File: config.mk
export PLATFORM = sky130hd
export DESIGN_NAME = r_i_decode_pipe
export DESIGN_NICKNAME = d
export VERILOG_FILES = /design/src/rtl/r_i_decode_pipe.sv
export SDC_FILE = /design/constraint.sdc
export NUM_CORES = 1
export LEC_CHECK = 0
export ABC_AREA = 0
export BUFFER_PORTS_ARGS = -buffer_cell sky130_fd_sc_hd__buf_2
export CAP_MARGIN = 30
export CORE_ASPECT_RATIO = 0.75
export CORE_MARGIN = 1.5
export CORE_UTILIZATION = 47
export DETAILED_ROUTE_END_ITERATION = 10
export PLACE_DENSITY = 0.85
export SYNTH_ARGS = -nofsm -noshare
export SYNTH_HDL_FRONTEND = slang
export SYNTH_SLANG_ARGS = --single-unit
export TNS_END_PERCENT = 100
File: constraint.sdc
create_clock -name i_clk -period 1.6 [get_ports i_clk]
set_input_delay 0.08 -clock i_clk [delete_from_list [all_inputs] [get_ports i_clk]]
set_output_delay 0.08 -clock i_clk [all_outputs]
set_load 0.02 [all_outputs]
File: src/rtl/r_i_decode_pipe.sv
// r_i_decode_pipe: badmips R/I-type ALU decoder with registered outputs and a 2-entry skid buffer
// Ports:
//   i_clk, i_rst_n (async active-low), i_flush (sync drop of buffered entries)
//   i_in_valid / o_in_ready / i_instr       : instruction input handshake
//   o_out_valid / i_out_ready               : decoded output handshake
//   o_alu_op, o_we, o_alu_src_imm, o_wr_addr, o_imm, o_illegal : decoded entry
//   o_illegal_cnt                           : saturating count of delivered illegal entries
module r_i_decode_pipe #(
    parameter int ALU_W        = 3,
    parameter int ENABLE_ITYPE = 1,
    parameter int CNT_W        = 8
) (
    input  logic             i_clk,
    input  logic             i_rst_n,
    input  logic             i_flush,
    input  logic             i_in_valid,
    output logic             o_in_ready,
    input  logic [31:0]      i_instr,
    output logic             o_out_valid,
    input  logic             i_out_ready,
    output logic [ALU_W-1:0] o_alu_op,
    output logic             o_we,
    output logic             o_alu_src_imm,
    output logic [4:0]       o_wr_addr,
    output logic [31:0]      o_imm,
    output logic             o_illegal,
    output logic [CNT_W-1:0] o_illegal_cnt
);
    typedef struct packed {
        logic [ALU_W-1:0] alu_op;
        logic             we;
        logic             src_imm;
        logic [4:0]       wr_addr;
        logic [31:0]      imm;
        logic             illegal;
    } entry_t;

    logic [5:0] w_op;
    logic [5:0] w_fn;
    logic [2:0] w_code;
    logic       w_legal;
    logic       w_sext;
    logic       w_itype;
    logic       w_unused;
    entry_t     w_dec;
    entry_t     r_out;
    entry_t     r_skid;
    logic       r_out_valid;
    logic       r_skid_valid;
    logic       r_in_ready;
    logic [CNT_W-1:0] r_cnt;
    logic       w_acc;
    logic       w_free;

    assign w_op     = i_instr[31:26];
    assign w_fn     = i_instr[5:0];
    assign w_unused = ^{i_instr[25:21], i_instr[10:6]};

    always_comb begin
        w_code  = 3'b000;
        w_legal = 1'b0;
        w_sext  = 1'b0;
        if (w_op == 6'b000000) begin
            w_legal = 1'b1;
            case (w_fn)
                6'b100000: w_code = 3'b100;
                6'b100010: w_code = 3'b101;
                6'b100100: w_code = 3'b000;
                6'b100101: w_code = 3'b001;
                6'b100110: w_code = 3'b010;
                6'b100111: w_code = 3'b011;
                6'b101011: w_code = 3'b110;
                6'b000100: w_code = 3'b111;
                default:   w_legal = 1'b0;
            endcase
        end else if (ENABLE_ITYPE != 0) begin
            w_legal = 1'b1;
            case (w_op)
                6'b001000: begin w_code = 3'b100; w_sext = 1'b1; end
                6'b001011: begin w_code = 3'b110; w_sext = 1'b1; end
                6'b001100: w_code = 3'b000;
                6'b001101: w_code = 3'b001;
                6'b001110: w_code = 3'b010;
                default:   w_legal = 1'b0;
            endcase
        end
    end

    // Illegal words leave w_code at zero, so every field below collapses to zero
    assign w_itype         = w_legal & (w_op != 6'b000000);
    assign w_dec.alu_op    = ALU_W'(w_code);
    assign w_dec.wr_addr   = !w_legal ? 5'd0 : w_itype ? i_instr[20:16] : i_instr[15:11];
    assign w_dec.we        = w_legal & (w_dec.wr_addr != 5'd0);
    assign w_dec.src_imm   = w_itype;
    assign w_dec.imm       = !w_itype ? 32'd0 : w_sext ? {{16{i_instr[15]}}, i_instr[15:0]} : {16'd0, i_instr[15:0]};
    assign w_dec.illegal   = !w_legal;

    assign w_acc  = i_in_valid & r_in_ready;
    assign w_free = !r_out_valid | i_out_ready;

    // The skid can only hold an entry while in_ready is low, so when the output
    // drains the skid no new accept can coincide with it.
    always_ff @(posedge i_clk or negedge i_rst_n) begin
        if (!i_rst_n) begin
            r_out        <= '0;
            r_skid       <= '0;
            r_out_valid  <= 1'b0;
            r_skid_valid <= 1'b0;
            r_in_ready   <= 1'b1;
        end else if (i_flush) begin
            r_out_valid  <= 1'b0;
            r_skid_valid <= 1'b0;
            r_in_ready   <= 1'b1;
        end else if (w_free) begin
            r_out_valid  <= r_skid_valid | w_acc;
            r_skid_valid <= 1'b0;
            r_in_ready   <= 1'b1;
            if (r_skid_valid)
                r_out <= r_skid;
            else if (w_acc)
                r_out <= w_dec;
        end else if (w_acc) begin
            r_skid       <= w_dec;
            r_skid_valid <= 1'b1;
            r_in_ready   <= 1'b0;
        end
    end

    always_ff @(posedge i_clk or negedge i_rst_n) begin
        if (!i_rst_n)
            r_cnt <= '0;
        else if (r_out_valid & i_out_ready & r_out.illegal & (r_cnt != '1))
            r_cnt <= r_cnt + 1'b1;
    end

    assign o_in_ready    = r_in_ready;
    assign o_out_valid   = r_out_valid;
    assign o_alu_op      = r_out.alu_op;
    assign o_we          = r_out.we;
    assign o_alu_src_imm = r_out.src_imm;
    assign o_wr_addr     = r_out.wr_addr;
    assign o_imm         = r_out.imm;
    assign o_illegal     = r_out.illegal;
    assign o_illegal_cnt = r_cnt;
endmodule

==> impl_metrics.csv <==
group,metric,value,unit
run_status,status,"finished, violations left",
run_status,violations,"setup timing",
layout,drive_gt1_frac,0.321,
grt,gr-total-overflow,0,
timing,setup_viol,14,
power,pwr-share-seq,0.466,
timing,fin_skew,7.67,ps
routing,drt_first_pass_iters,4,
synth,ys_ff_latch,67,
layout,post-route-util,0.604,
routing,drt_iter0_markers,172,
clock_network,cts_tree,"built",
routing,wl_per_cell,15.0,µm
timing,maxSlewViolCount,0,
worst_hold_path,hold_depth,3,
power,switching_share,0.321,
synth,synth_fa_ha_area_frac,0.00383,
power,peakVddDrop,0.000497,V
synth,netlist_instances,348,
setup_path,path_cells,"a21oi_2, or3_4, buf_12, a221o_1",
clock_network,clock_path_buffers,2,
timing,finalCritPeriodShare,1.03,
worst_hold_path,min_from,"i_instr[8]",
routing,final_antenna_net_count,0,
power,total_power,4.41,mW
timing,rsz0062_at_grt,"true",
routing,viasPerCell,5.46,
synth,yosysWarnings,0,
layout,fill_cells,585,
power,p_clk_frac,0.296,
setup_path,crit_type,"reg2reg",
timing,fin_tns_setup,-348,ps
floorplanning,core_area,6770,µm²
setup_path,reg2reg_to,"o_alu_op[2]",
clock_network,clk_latency,340,ps
routing,vias,2841,
setup_path,worstPathRequired,1830,ps
placed_design,io_buffers,84,
synth,synth.avg_cell_area,9.39,µm²
timing,post-route-min-period,1650,ps
clock_network,clk_pin_slew_worst_paths,80,ps
placed_design,routabilityCongestion,0.875,
synth,synth_top_family_by_area,"compound AO/OA/AOI/OAI gates",
setup_path,ff2ff_path_depth,4,
routing,drc,0,
setup_path,cp_slowest_cell,"dfstp_2",
timing,worst_slack,-50.0,ps
placed_design,detailedPlace.worstSlack,-70.9,ps
setup_path,r2r_slack,-50,ps
worst_hold_path,hold_class,"in2reg",
floorplanning,pin_count,90,
placed_design,placedCellCount,499,
grt,grt_max_degree,43,
setup_path,critPathArrivalTime,1880,ps
grt,grt_pass1_vias,2652,
synth,seq_area_frac_synth,0.514,
setup_path,r2r_start,"o_in_ready",
power,combPwrFrac,0.238,
layout,area_delta_synth_final,25.2,%
floorplanning,die_y,75.2,µm
placed_design,place_area,3800,µm²
synth,synth_area,3270,µm²
layout,most-common-layout-cells,"buf_2, dfrtp_1, nand2_1",
setup_path,cp_slowest_stage_delay,540,ps
layout,mostFrequentLayoutCell,"buf_2",
clock_network,clock-root-buffer,"clkbuf_8",
floorplanning,dieArea,7470,µm²
setup_path,critPathTopFamily,"flip-flops",
power,p_sw,1.41,mW
power,power-per-cell-area,1080,nW/µm²
synth,synth.area.mux_share,0.00651,
timing,tightest_slew,596,ps
clock_network,htree_levels,3,
clock_network,post_cts_buffers,0,
synth,ys.flop_type,"dfrtp_1",
synth,synthDistinctLibCells,53,
synth,yosys.area_share.simple,0.142,
power,p_leak,1.92,nW
setup_path,critPathBufInv,1,
timing,finalHoldViolations,0,
flow_run,cap_violations,0,
placed_design,dp.final_hpwl,5470,µm
setup_path,critPathCaptureType,"flop",
floorplanning,start_util,0.483,
synth,synth_compound_area_frac,0.236,
grt,grt_pass1_wl,12800,µm
setup_path,startpoint_type,"flop",
floorplanning,rows,26,
grt,gr-usage-all-layers,0.225,
synth,synth-xor-area-share,0.0268,
grt,antenna_found_initial,0,
clock_network,cts_buffers,9,
synth,async_reset_ff_frac,1.00,
layout,stdcell_area,4090,µm²
synth,synth_edf_count,0,
timing,slew_headroom,0.592,
routing,drt-total-wl,7820,µm
timing,timing.hold.ws,28.7,ps
layout,n_antenna_cell,0,
floorplanning,dieWidth,99.3,µm
layout,fin_cells,520,
timing,max_freq,0.606,GHz
setup_path,crit_path_max_fanout,18,
clock_network,cts_num_sinks,67,
synth,syn_nets,386,
worst_hold_path,min_to,"r_skid[9]",
power,p_int,3.00,mW
layout,final_net_count,469,
synthesized netlist by cell type (2+ instances only):
cell type,number,area [µm²]
nand2b_1,3,18.8
a311oi_1,2,17.5
buf_2,2,10.0
xor2_1,2,17.5
nor3_1,7,35.0
o21ai_0,38,190
nand2_1,54,203
nor3b_1,2,15.0
buf_1,2,7.51
buf_6,2,22.5
a22oi_1,5,37.5
and3_1,4,25.0
dfrtp_1,66,1650
o21ai_1,3,15.0
inv_1,7,26.3
nand3_1,4,20.0
o21a_1,16,120
a31oi_1,2,12.5
xnor2_1,8,70.1
o31ai_1,3,22.5
clkbuf_1,14,52.6
or3_1,2,12.5
a21oi_1,44,220
nor2_1,12,45.0
nor2b_1,2,12.5
buf_4,15,113
worst reg2reg max path: stages (launching register included):
cell	delay, ps
dfstp_2	540
a21oi_2	60
or3_4	420
buf_12	180
a221o_1	340
cell type report:
cell class	instances	area, µm²	area share
Inverter	7	26.3	0.00642
Timing Repair Buffer	107	686	0.168
Clock buffer	11	151	0.0370
Tap cell	84	105	0.0257
Multi-Input combinational cell	239	1410	0.344
Sequential cell	67	1680	0.410
Clock inverter	5	36.3	0.00887
layer usage:
metal	wire (µm)	global-route usage	vias to the layer above
met2	3560	0.366	97
met5	0	0	-
met4	71	0.0579	0
met1	3660	0.293	1363
li1	-	-	1373
met3	535	0.0799	8
registers in the layout, indices dropped and copies added, names as in the netlist:
name / count
o_illegal_cnt: 8
r_skid: 28
o_alu_op: 3
o_wr_addr: 5
o_alu_src_imm: 1
o_imm: 17
o_out_valid: 1
o_in_ready: 1
o_illegal: 1
o_we: 1
r_skid_valid: 1
how the worst max path moves through the flow:
stage	from	endpoint	slack (ps)	cells past startpoint
after floorplan	o_in_ready	o_imm[0]	-130	7
after global placement	o_in_ready	o_we	-50	5
after detailed placement	o_in_ready	o_we	-70	5
after CTS	o_in_ready	o_imm[6]	-50	6
after global routing	o_in_ready	o_imm[12]	-100	6
final	o_in_ready	o_alu_op[2]	-50	4
power groups by stage:
stage / Combinational [mW] / Sequential [mW] / Clock, mW
4_1_cts: 1.05 / 2.06 / 1.34
6_report: 1.05 / 2.06 / 1.30
5_1_grt: 1.16 / 2.09 / 1.42
2_1_floorplan: 0.393 / 2.29 / 0
3_5_place_dp: 1.02 / 2.09 / 0
3_3_place_gp: 0.987 / 2.07 / 0
repair_timing:
action                                  CTS  global route
pin swaps                                 0             0
hold endpoints to repair                 22             0
endpoints found under the setup margin   19            27
cloned                                    1             0
hold buffers                              4             0
resized for setup                         5             6
cells by family after synthesis:
kind of cell,count (synthesis)
xor+xnor,10
buf+inv,42
flops,67
fa+ha+maj,1
compound gates,126
simple gates,100
mux,2
(Power assumes the default switching activity.)
